**config.mk**
```make
export PLATFORM = sky130hd
export DESIGN_NAME = instr_sequencer
export DESIGN_NICKNAME = d
export VERILOG_FILES = /design/src/rtl/seq_pkg.sv /design/src/rtl/seq_fifo.sv /design/src/rtl/instr_sequencer.sv
export SDC_FILE = /design/constraint.sdc
export NUM_CORES = 1
export LEC_CHECK = 0
export BUFFER_PORTS_ARGS = -buffer_cell sky130_fd_sc_hd__buf_4
export CAP_MARGIN = 5
export CORE_MARGIN = 2
export CORE_UTILIZATION = 45
export CTS_BUF_LIST = sky130_fd_sc_hd__clkbuf_16
export DETAILED_ROUTE_END_ITERATION = 7
export PLACE_DENSITY = 0.69
export SYNTH_ARGS = -nofsm -noshare
export SYNTH_HDL_FRONTEND = slang
export SYNTH_SLANG_ARGS = --single-unit
```
**constraint.sdc**
```tcl
create_clock -name clk -period 3 [get_ports clk]
set_input_delay 0.15 -clock clk [delete_from_list [all_inputs] [get_ports clk]]
set_output_delay 0.15 -clock clk [all_outputs]
set_load 0.02 [all_outputs]
```
**src/rtl/seq_pkg.sv**
```systemverilog
// Shared types and constants for the instruction sequencer.
// Holds the FSM state encoding, the HALT opcode and the opcode field bounds.
package seq_pkg;

    typedef enum logic [1:0] {
        IDLE   = 2'b00,
        RUN    = 2'b01,
        HALTED = 2'b10
    } seq_state_e;

    localparam int OPC_MSB = 15;
    localparam int OPC_LSB = 10;
    localparam logic [5:0] HALT_OPCODE = 6'h3F;

    // True when the opcode field of an instruction is the HALT opcode.
    function automatic logic is_halt(input logic [15:0] instr);
        return (instr[OPC_MSB:OPC_LSB] == HALT_OPCODE);
    endfunction

endpackage

```
**src/rtl/seq_fifo.sv**
```systemverilog
// Instruction buffer for the sequencer: circular FIFO with pointers that
// wrap modulo DEPTH and an occupancy counter one bit wider than the
// pointers, so that full and empty can be told apart. flush empties it.
module seq_fifo #(
    parameter int DEPTH = 4,
    parameter int WIDTH = 16
) (
    input  logic             clk,
    input  logic             rst,
    input  logic             flush,
    input  logic             push,
    input  logic             pop,
    input  logic [WIDTH-1:0] din,
    output logic [WIDTH-1:0] dout,
    output logic             full,
    output logic             empty
);

    localparam int PTR_W = $clog2(DEPTH);
    localparam logic [PTR_W:0] FULL_CNT = (PTR_W + 1)'(DEPTH);

    logic [WIDTH-1:0] mem_r [DEPTH];
    logic [PTR_W-1:0] wr_ptr_r;
    logic [PTR_W-1:0] rd_ptr_r;
    logic [PTR_W:0]   count_r;
    logic             push_s;
    logic             pop_s;

    assign full   = (count_r == FULL_CNT);
    assign empty  = (count_r == (PTR_W + 1)'(0));
    assign push_s = push & ~full;
    assign pop_s  = pop & ~empty;
    assign dout   = mem_r[rd_ptr_r];

    // Write the accepted instruction into the slot at the tail.
    always_ff @(posedge clk) begin
        if (push_s) begin
            mem_r[wr_ptr_r] <= din;
        end
    end

    // Advance pointers and occupancy; a push and a pop together cancel out.
    always_ff @(posedge clk) begin
        if (rst || flush) begin
            wr_ptr_r <= '0;
            rd_ptr_r <= '0;
            count_r  <= '0;
        end else begin
            if (push_s) begin
                wr_ptr_r <= wr_ptr_r + PTR_W'(1);
            end
            if (pop_s) begin
                rd_ptr_r <= rd_ptr_r + PTR_W'(1);
            end
            case ({push_s, pop_s})
                2'b10:   count_r <= count_r + (PTR_W + 1)'(1);
                2'b01:   count_r <= count_r - (PTR_W + 1)'(1);
                default: count_r <= count_r;
            endcase
        end
    end

endmodule

```
**src/rtl/instr_sequencer.sv**
```systemverilog
// Instruction sequencer: buffers instructions from a producer and, once
// started, issues them one per cycle to the CPU datapath until a HALT
// opcode is popped. HALT is consumed silently; a start in HALTED flushes
// the buffer and returns to IDLE.
// Optional feature: define SEQ_ISSUE_COUNT_EN to build the saturating
// issue counter; otherwise issue_count is tied to zero.
module instr_sequencer
    import seq_pkg::*;
#(
    parameter int DEPTH = 4,
    parameter int CNT_W = 8
) (
    input  logic             clk,
    input  logic             rst,
    input  logic [15:0]      in_instr,
    input  logic             in_valid,
    output logic             in_ready,
    input  logic             start,
    output logic [15:0]      instruction_out,
    output logic             instruction_valid,
    output logic             busy,
    output logic             halted,
    output logic [CNT_W-1:0] issue_count
);

    seq_state_e  state_r;
    seq_state_e  state_next_s;
    logic        flush_s;
    logic        push_s;
    logic        pop_s;
    logic        full_s;
    logic        empty_s;
    logic [15:0] head_s;
    logic        head_is_halt_s;
    logic        issue_s;
    logic [15:0] instr_out_r;
    logic        instr_valid_r;

    assign in_ready       = ~full_s & (state_r != HALTED);
    assign push_s         = in_valid & in_ready;
    assign pop_s          = (state_r == RUN) & ~empty_s;
    assign head_is_halt_s = is_halt(head_s);
    assign issue_s        = pop_s & ~head_is_halt_s;
    assign busy           = (state_r == RUN);
    assign halted         = (state_r == HALTED);

    assign instruction_out   = instr_out_r;
    assign instruction_valid = instr_valid_r;

    seq_fifo #(
        .DEPTH (DEPTH),
        .WIDTH (16)
    ) u_fifo (
        .clk   (clk),
        .rst   (rst),
        .flush (flush_s),
        .push  (push_s),
        .pop   (pop_s),
        .din   (in_instr),
        .dout  (head_s),
        .full  (full_s),
        .empty (empty_s)
    );

    // FSM state register.
    always_ff @(posedge clk) begin
        if (rst) begin
            state_r <= IDLE;
        end else begin
            state_r <= state_next_s;
        end
    end

    // Next-state decode; leaving HALTED also flushes the buffer.
    always_comb begin
        state_next_s = state_r;
        flush_s      = 1'b0;
        case (state_r)
            IDLE: begin
                if (start) begin
                    state_next_s = RUN;
                end else begin
                    state_next_s = IDLE;
                end
            end
            RUN: begin
                if (pop_s && head_is_halt_s) begin
                    state_next_s = HALTED;
                end else begin
                    state_next_s = RUN;
                end
            end
            HALTED: begin
                if (start) begin
                    state_next_s = IDLE;
                    flush_s      = 1'b1;
                end else begin
                    state_next_s = HALTED;
                end
            end
            default: begin
                state_next_s = IDLE;
            end
        endcase
    end

    // Issue register: a popped non-HALT instruction appears for one cycle;
    // the data holds its last value otherwise.
    always_ff @(posedge clk) begin
        if (rst) begin
            instr_out_r   <= 16'h0000;
            instr_valid_r <= 1'b0;
        end else if (issue_s) begin
            instr_out_r   <= head_s;
            instr_valid_r <= 1'b1;
        end else begin
            instr_out_r   <= instr_out_r;
            instr_valid_r <= 1'b0;
        end
    end

`ifdef SEQ_ISSUE_COUNT_EN
    logic [CNT_W-1:0] issue_count_r;

    // Count issued instructions, saturating at the all-ones value.
    always_ff @(posedge clk) begin
        if (rst) begin
            issue_count_r <= '0;
        end else if (issue_s && (issue_count_r != {CNT_W{1'b1}})) begin
            issue_count_r <= issue_count_r + CNT_W'(1);
        end else begin
            issue_count_r <= issue_count_r;
        end
    end

    assign issue_count = issue_count_r;
`else
    assign issue_count = {CNT_W{1'b0}};
`endif

endmodule

```
Word level (Yosys, flattened, before mapping):

Memory sizes are Yosys's and may differ from the RTL's. A register that Yosys moved wholly into a read port is not among the register bits.
Index checks and enable logic that the tools add are counted.

* register bits after elaboration: 26
* RAM bits: 64
* bits of input ports: 20
* output and inout bits: 28
* logic and storage cells: 44
* memories: 1

Memory list
* u_fifo.mem_r: depth 4, width 16, read ports 1, clocked after memory_dff 1, wr ports 1, line seq_fifo.sv:22 `logic [WIDTH-1:0] mem_r [DEPTH];`

* $add $sub $neg: 4
* equal/unequal tests: 7
* mux-type cells: 12
* bitwise logic cells: 9
* reduce and logical (&&, ||, !) cells: 5

Operators with widths (count)
* 2-bit 2-to-1 mux: 4
* 1-bit bitwise AND: 6
* 6-bit == test (second input constant): 1
* 1-bit 2-to-1 mux: 6
* 2-bit case mux with 3 select lines: 1
* 3-bit case mux with 2 select lines: 1
* 2-bit by 1-bit adder with 2-bit output (second input constant): 2
* 2-bit by 1-bit == test with 1-bit output (second input constant): 2
* 2-bit == test (second input constant): 2
* 3-bit by 1-bit adder with 3-bit output (second input constant): 1
* 3-bit == test (second input constant): 1
* 3-bit zero test: 1
* 1-bit NOT: 3
* 3-bit by 1-bit subtractor with 3-bit output (second input constant): 1
* 2-bit zero test: 1
* 2-bit != test (second input constant): 1
* 2-bit nonzero test: 1
* 1-bit logical AND: 1
* 1-bit logical OR: 1

Depth between registers and ports, before layout:

* depth in word-level cells: 7
* gate-level depth with buffers: 10
* gate-level depth less buffers: 9

By module:

From an unflattened synthesis, not the netlist that was laid out.

* cell total of the unflattened synthesis: 236
* area total of the unflattened synthesis: 3674.8 µm²

By module, submodules not included
* seq_fifo: instances 1, cells an instance 140, area each 2803.9 µm², seq. area each 2102.0 µm²
* instr_sequencer: instances 1, cells an instance 96, area each 870.8 µm², seq. area each 380.4 µm²

Worst setup path before layout:

No wires, ideal clock.

* path type: register -> register
* start point: register state_r[0]
* end point: register u_fifo.count_r[2]
* library setup time: 71 ps
* arrival: 2509 ps
* required time: 2929 ps
* setup slack: 420 ps
* cell stages (with the launch flop): 11
* path buffers: 1
* clock period less this slack: 2580 ps
* cells stage by stage: dfxtp_1 -> nor2b_1 -> nand2_2 -> inv_2 -> buf_2 -> ha_1 -> inv_1 -> fa_1 -> xor2_1 -> or3_1 -> a21oi_1

* elaborated cells between the ends (all ways): 14
* classes of those cells: eq/ne (5); mux (2); bitwise (5); reduce/logical (2)

RTL lines
* start: declaration: line instr_sequencer.sv:26 `seq_state_e state_r;`
* start signal: assignment: line instr_sequencer.sv:70 `state_r <= state_next_s;`
* 2-bit by 1-bit == test with 1-bit output *
* named net busy: line instr_sequencer.sv:21 `output logic busy,`
* 1-bit bitwise AND *: line instr_sequencer.sv:41 `assign pop_s = (state_r == RUN) & ~empty_s;`
* 1-bit bitwise AND *: line seq_fifo.sv:32 `assign pop_s = pop & ~empty;`
* named net u_fifo.pop_s: line seq_fifo.sv:27 `logic pop_s;`
* 2-bit by 1-bit == test with 1-bit output or 2-bit == test (tied branches): line seq_fifo.sv:55 `case ({push_s, pop_s})`
* 3-bit case mux with 2 select lines or 2-bit nonzero test (tied branches)
* end signal: assignment: line seq_fifo.sv:56 `2'b10: count_r <= count_r + (PTR_W + 1)'(1);`
* end signal: assignment: line seq_fifo.sv:57 `2'b01: count_r <= count_r - (PTR_W + 1)'(1);`
* end signal: assignment: line seq_fifo.sv:58 `default: count_r <= count_r;`
* end: declaration: line seq_fifo.sv:25 `logic [PTR_W:0] count_r;`

Mark *: on every way through the listed nets, which the timed path passes. The rest lies on a longest branch.
A chain may end at the register's enable or synchronous reset.

Worst setup path after layout:

* start point: register state_r[0]
* end point: register u_fifo.count_r[2]

* word-level cells in the longest chain between the ends: 6
* elaborated cells between the ends (all ways): 14
* classes of those cells: eq/ne (5); mux (2); bitwise (5); reduce/logical (2)

Ends and longest elaborated chain
* 2-bit != test: line instr_sequencer.sv:39 `assign in_ready = ~full_s & (state_r != HALTED);`
* 1-bit bitwise AND: line instr_sequencer.sv:39
* 1-bit bitwise AND: line instr_sequencer.sv:40 `assign push_s = in_valid & in_ready;`
* 1-bit bitwise AND: line seq_fifo.sv:31 `assign push_s = push & ~full;`
* 2-bit by 1-bit == test with 1-bit output or 2-bit == test (tied branches): line seq_fifo.sv:55
* 3-bit case mux with 2 select lines or 2-bit nonzero test (tied branches)

Parallel ways exist; a longest one is shown, timed or not.

==> reports/qor.yml <==
layout:
  regArea_um2: 2482
  multi_input_area_um2: 1100
  area_growth_pct: 18.54
  drive_above_1_share_pct: 28.47
  final_nets: 316
  utilization_pct: 54.39
  design_area_um2: 4424
  antennaDiodeCount: 0
  fillers: 659
  fin_cells: 400
floorplanning:
  die_x_um: 95.07
  start_util_pct: 45.89
  rows: 33
  fp.coreArea_um2: 8134
  die_area_um2: 9038
  pin_count: 48
  die_y_um: 95.07
timing:
  rsz0062_at_grt: "no"
  period_minus_slack_ns: 2.339
  whs_ns: 0.01373
  final_max_slew_viol_count: 0
  max_freq_mhz: 427.6
  hold_viol: 0
  setup_viol: 0
  fin_skew_ns: 0.01110
  tightest_slew_ns: 0.5741
  post-route-period-util_pct: 77.96
  setup_tns_ns: 0
  maxSlewHeadroom_pct: 61.63
clocking:
  clk_pin_slew_ns: 0.06
  cts_tree: "done"
  cts.repair.resized: 0
  cts_sinks: 92
  cts-root-buf: "clkbuf_16"
  postCtsHoldBufs: 0
  clock_latency_ns: 0.33
  cts_setup_buffers: 0
  cts_buffers: 9
  clk_path_buf_depth: 2
  htree_levels: 3
detailed_routing:
  wire_per_inst_um: 17.44
  viasPerCell: 5.310
  dr_total_vias: 2124
  dr.first_iter.drc_count: 197
  dr.pass1.iters: 4
  wl_mm: 6.975
  ant_nets: 0
  drc: 0
worst_setup_path:
  crit_arrival_ns: 2.60
  cp-start-kind: "register"
  critPathBufInv: 2
  cp_max_fo: 17
  worst-path-stages: 9
  path_delay_family: "simple AND/OR/NAND/NOR gates"
  startpoint: "state_r[0]"
  crit_end: "u_fifo.count_r[2]"
  rrSetupSlack_ns: 0.66
  cp_cell_sequence: "nor2b_1 -> nand2_2 -> inv_2 -> ha_1 -> inv_1 -> fa_1 -> xor2_1 -> or3_1 -> a21oi_1"
  max_stage_delay_ns: 0.37
  crit_type: "register to register"
  timing.rr.end: "u_fifo.count_r[2]"
  cp_data_required_time_ns: 3.26
  cpMaxStageDelayCell: "fa_1"
  cp-end-kind: "register"
  ff2ff_path_depth: 9
  reg2reg_from: "state_r[0]"
power:
  p_per_area_nw_per_um2: 827.5
  ir_drop_v: 0.0003940
  comb_power_share_pct: 22.9
  pwr-share-seq_pct: 44.8
  p_switching_mw: 1.042
  swShare_pct: 28.45
  p_clk_share_pct: 32.3
  cellInternalPower_mw: 2.620
  p_leak_nw: 1.544
placed_design:
  place_area_um2: 4108
  port_buffers: 39
  hpwlAfterDp_mm: 4.528
  dp.cells: 384
  gp_congestion: 0.7265
yosys:
  synth.yosys.seq_area_share_pct: 66.51
  syn_area_um2: 3732
  netlist_instances: 247
  postSynthAreaPerCell_um2: 15.11
  ys_ff_latch: 92
  synth.distinct_cells: 36
  ys_warn_count: 0
global_route:
  grt_pass1_vias: 2157
  grt_max_degree: 23
  antenna_found_initial: 0
  grt_pass1_wl_mm: 11.23
  grtUsageTotal_pct: 17.23
  grt-ovfl-total: 0
flow_run:
  maxCapViolCount: 0
worst_hold_path:
  hold_class: "input pin to register"
  hold_depth: 1
outcome:
  outcome: "finished, final reports clean"
==> registers in the layout, indices dropped and copies added, names as in the netlist, named ones only <==
| signal | cells |
|---|---|
| u_fifo.rd_ptr_r | 2 |
| state_r | 2 |
| instruction_out | 16 |
| instruction_valid | 1 |
| u_fifo.wr_ptr_r | 2 |
| u_fifo.mem_r | 64 |
| u_fifo.count_r | 3 |
==> power groups by stage <==
stage | combinational, mW | sequential [mW] | clock, mW
2_1_floorplan | 0.569 | 1.68 | 0
3_3_place_gp | 0.823 | 1.66 | 0
3_5_place_dp | 0.844 | 1.67 | 0
4_1_cts | 0.848 | 1.64 | 1.21
5_1_grt | 0.922 | 1.66 | 1.26
6_report | 0.838 | 1.64 | 1.18
==> layer usage <==
| metal | global-route usage, % | wire, µm |
|---|---|---|
| met1 | 23.20 | 3141 |
| met5 | 0 | 0 |
| met4 | 5.797 | 24 |
| met2 | 27.76 | 3462 |
| met3 | 4.032 | 347 |
==> cells in the mapped netlist (all sizes together) <==
library cell | n | area, µm²
a2bb2oi | 8 | 70.07
clkbuf | 6 | 22.52
ha | 5 | 62.56
mux4 | 16 | 360.4
nand3 | 13 | 65.06
mux2i | 1 | 10.01
nand4 | 1 | 12.51
or3 | 2 | 12.51
conb | 1 | 3.750
a31o | 1 | 8.760
nor4b | 1 | 8.760
and4 | 1 | 11.26
inv | 11 | 41.29
dfxtp | 28 | 560.5
nor2b | 2 | 12.51
a2111oi | 1 | 15.01
o221a | 2 | 22.52
nor2 | 14 | 52.55
xnor2 | 2 | 17.52
a211oi | 3 | 27.52
nand2 | 8 | 32.54
fa | 1 | 20.02
a21oi | 13 | 65.06
and2 | 5 | 31.28
a31oi | 4 | 25.02
edfxtp | 64 | 1922
buf | 16 | 112.6
o211ai | 12 | 90.09
o21ai | 2 | 10.00
xor2 | 3 | 26.28
==> kinds of logic (layout without fill, tap and decap cells) <==
group | Yosys count | after routing | synth area share (%)
compound gates | 46 | 46 | 8.950
simple gates | 47 | 47 | 6.403
flops | 92 | 92 | 66.51
buf+inv | 33 | 74 | 4.727
xor+xnor | 5 | 5 | 1.174
mux | 17 | 17 | 9.923
other cells | 1 | 8 | 0.1005
fa+ha+maj | 6 | 6 | 2.213
==> worst min-delay path by stage <==
stage                            start             endpoint  slack [ns]
after floorplan            in_instr[0]   u_fifo.mem_r[0][0]        0.25
after global placement     in_instr[5]   u_fifo.mem_r[3][5]        0.35
after detailed placement   in_instr[1]   u_fifo.mem_r[0][1]        0.35
after CTS                  in_instr[1]   u_fifo.mem_r[2][1]       0.002
after global routing      in_instr[13]  u_fifo.mem_r[0][13]       0.004
final                      in_instr[6]   u_fifo.mem_r[2][6]        0.01
==> per-stage QoR <==
stage	setup WS [ns]	total power, mW
after detailed placement	0.6630	2.514
after global routing	0.4571	3.844
after floorplan	0.4202	2.250
after global placement	0.7768	2.486
final	0.6612	3.661
after CTS	0.6585	3.704
==> placed cells by master, fill, tap and decap left out <==
cell type,netlist,layout
a2111oi_2,1,1
conb_1,1,8
or3_1,2,2
mux2i_1,1,1
fa_1,1,1
nand3_1,13,13
o211ai_1,12,12
xnor2_1,2,2
inv_1,10,11
clkinv_1,0,1
a211oi_1,2,2
mux4_2,16,16
nor4b_1,1,1
a21oi_1,13,13
o221a_1,2,2
nor2_1,14,14
o21ai_1,1,1
and4_4,1,1
nand4_2,1,1
inv_6,0,1
and2_1,5,5
edfxtp_1,64,64
nor2b_1,2,2
a2bb2oi_1,8,8
clkinvlp_4,0,2
nand2_2,1,1
a31oi_1,4,4
a31o_2,1,1
xor2_1,3,3
a211oi_2,1,1
nand2_1,7,7
clkbuf_16,0,9
dfxtp_1,28,28
buf_4,8,47
ha_1,5,5
inv_2,1,1
bufinv_16,0,2
o21ai_0,1,1
==> final cells by class <==
cell class	instances	share of cell area (%)
clock buffers	9	5.091
clock inverters	7	2.064
inverters	11	0.9333
multi-input cells	129	24.86
flip-flops and latches	92	56.11
well taps	105	2.969
repair buffers	47	7.975
Power figures use the tool's default switching activity.
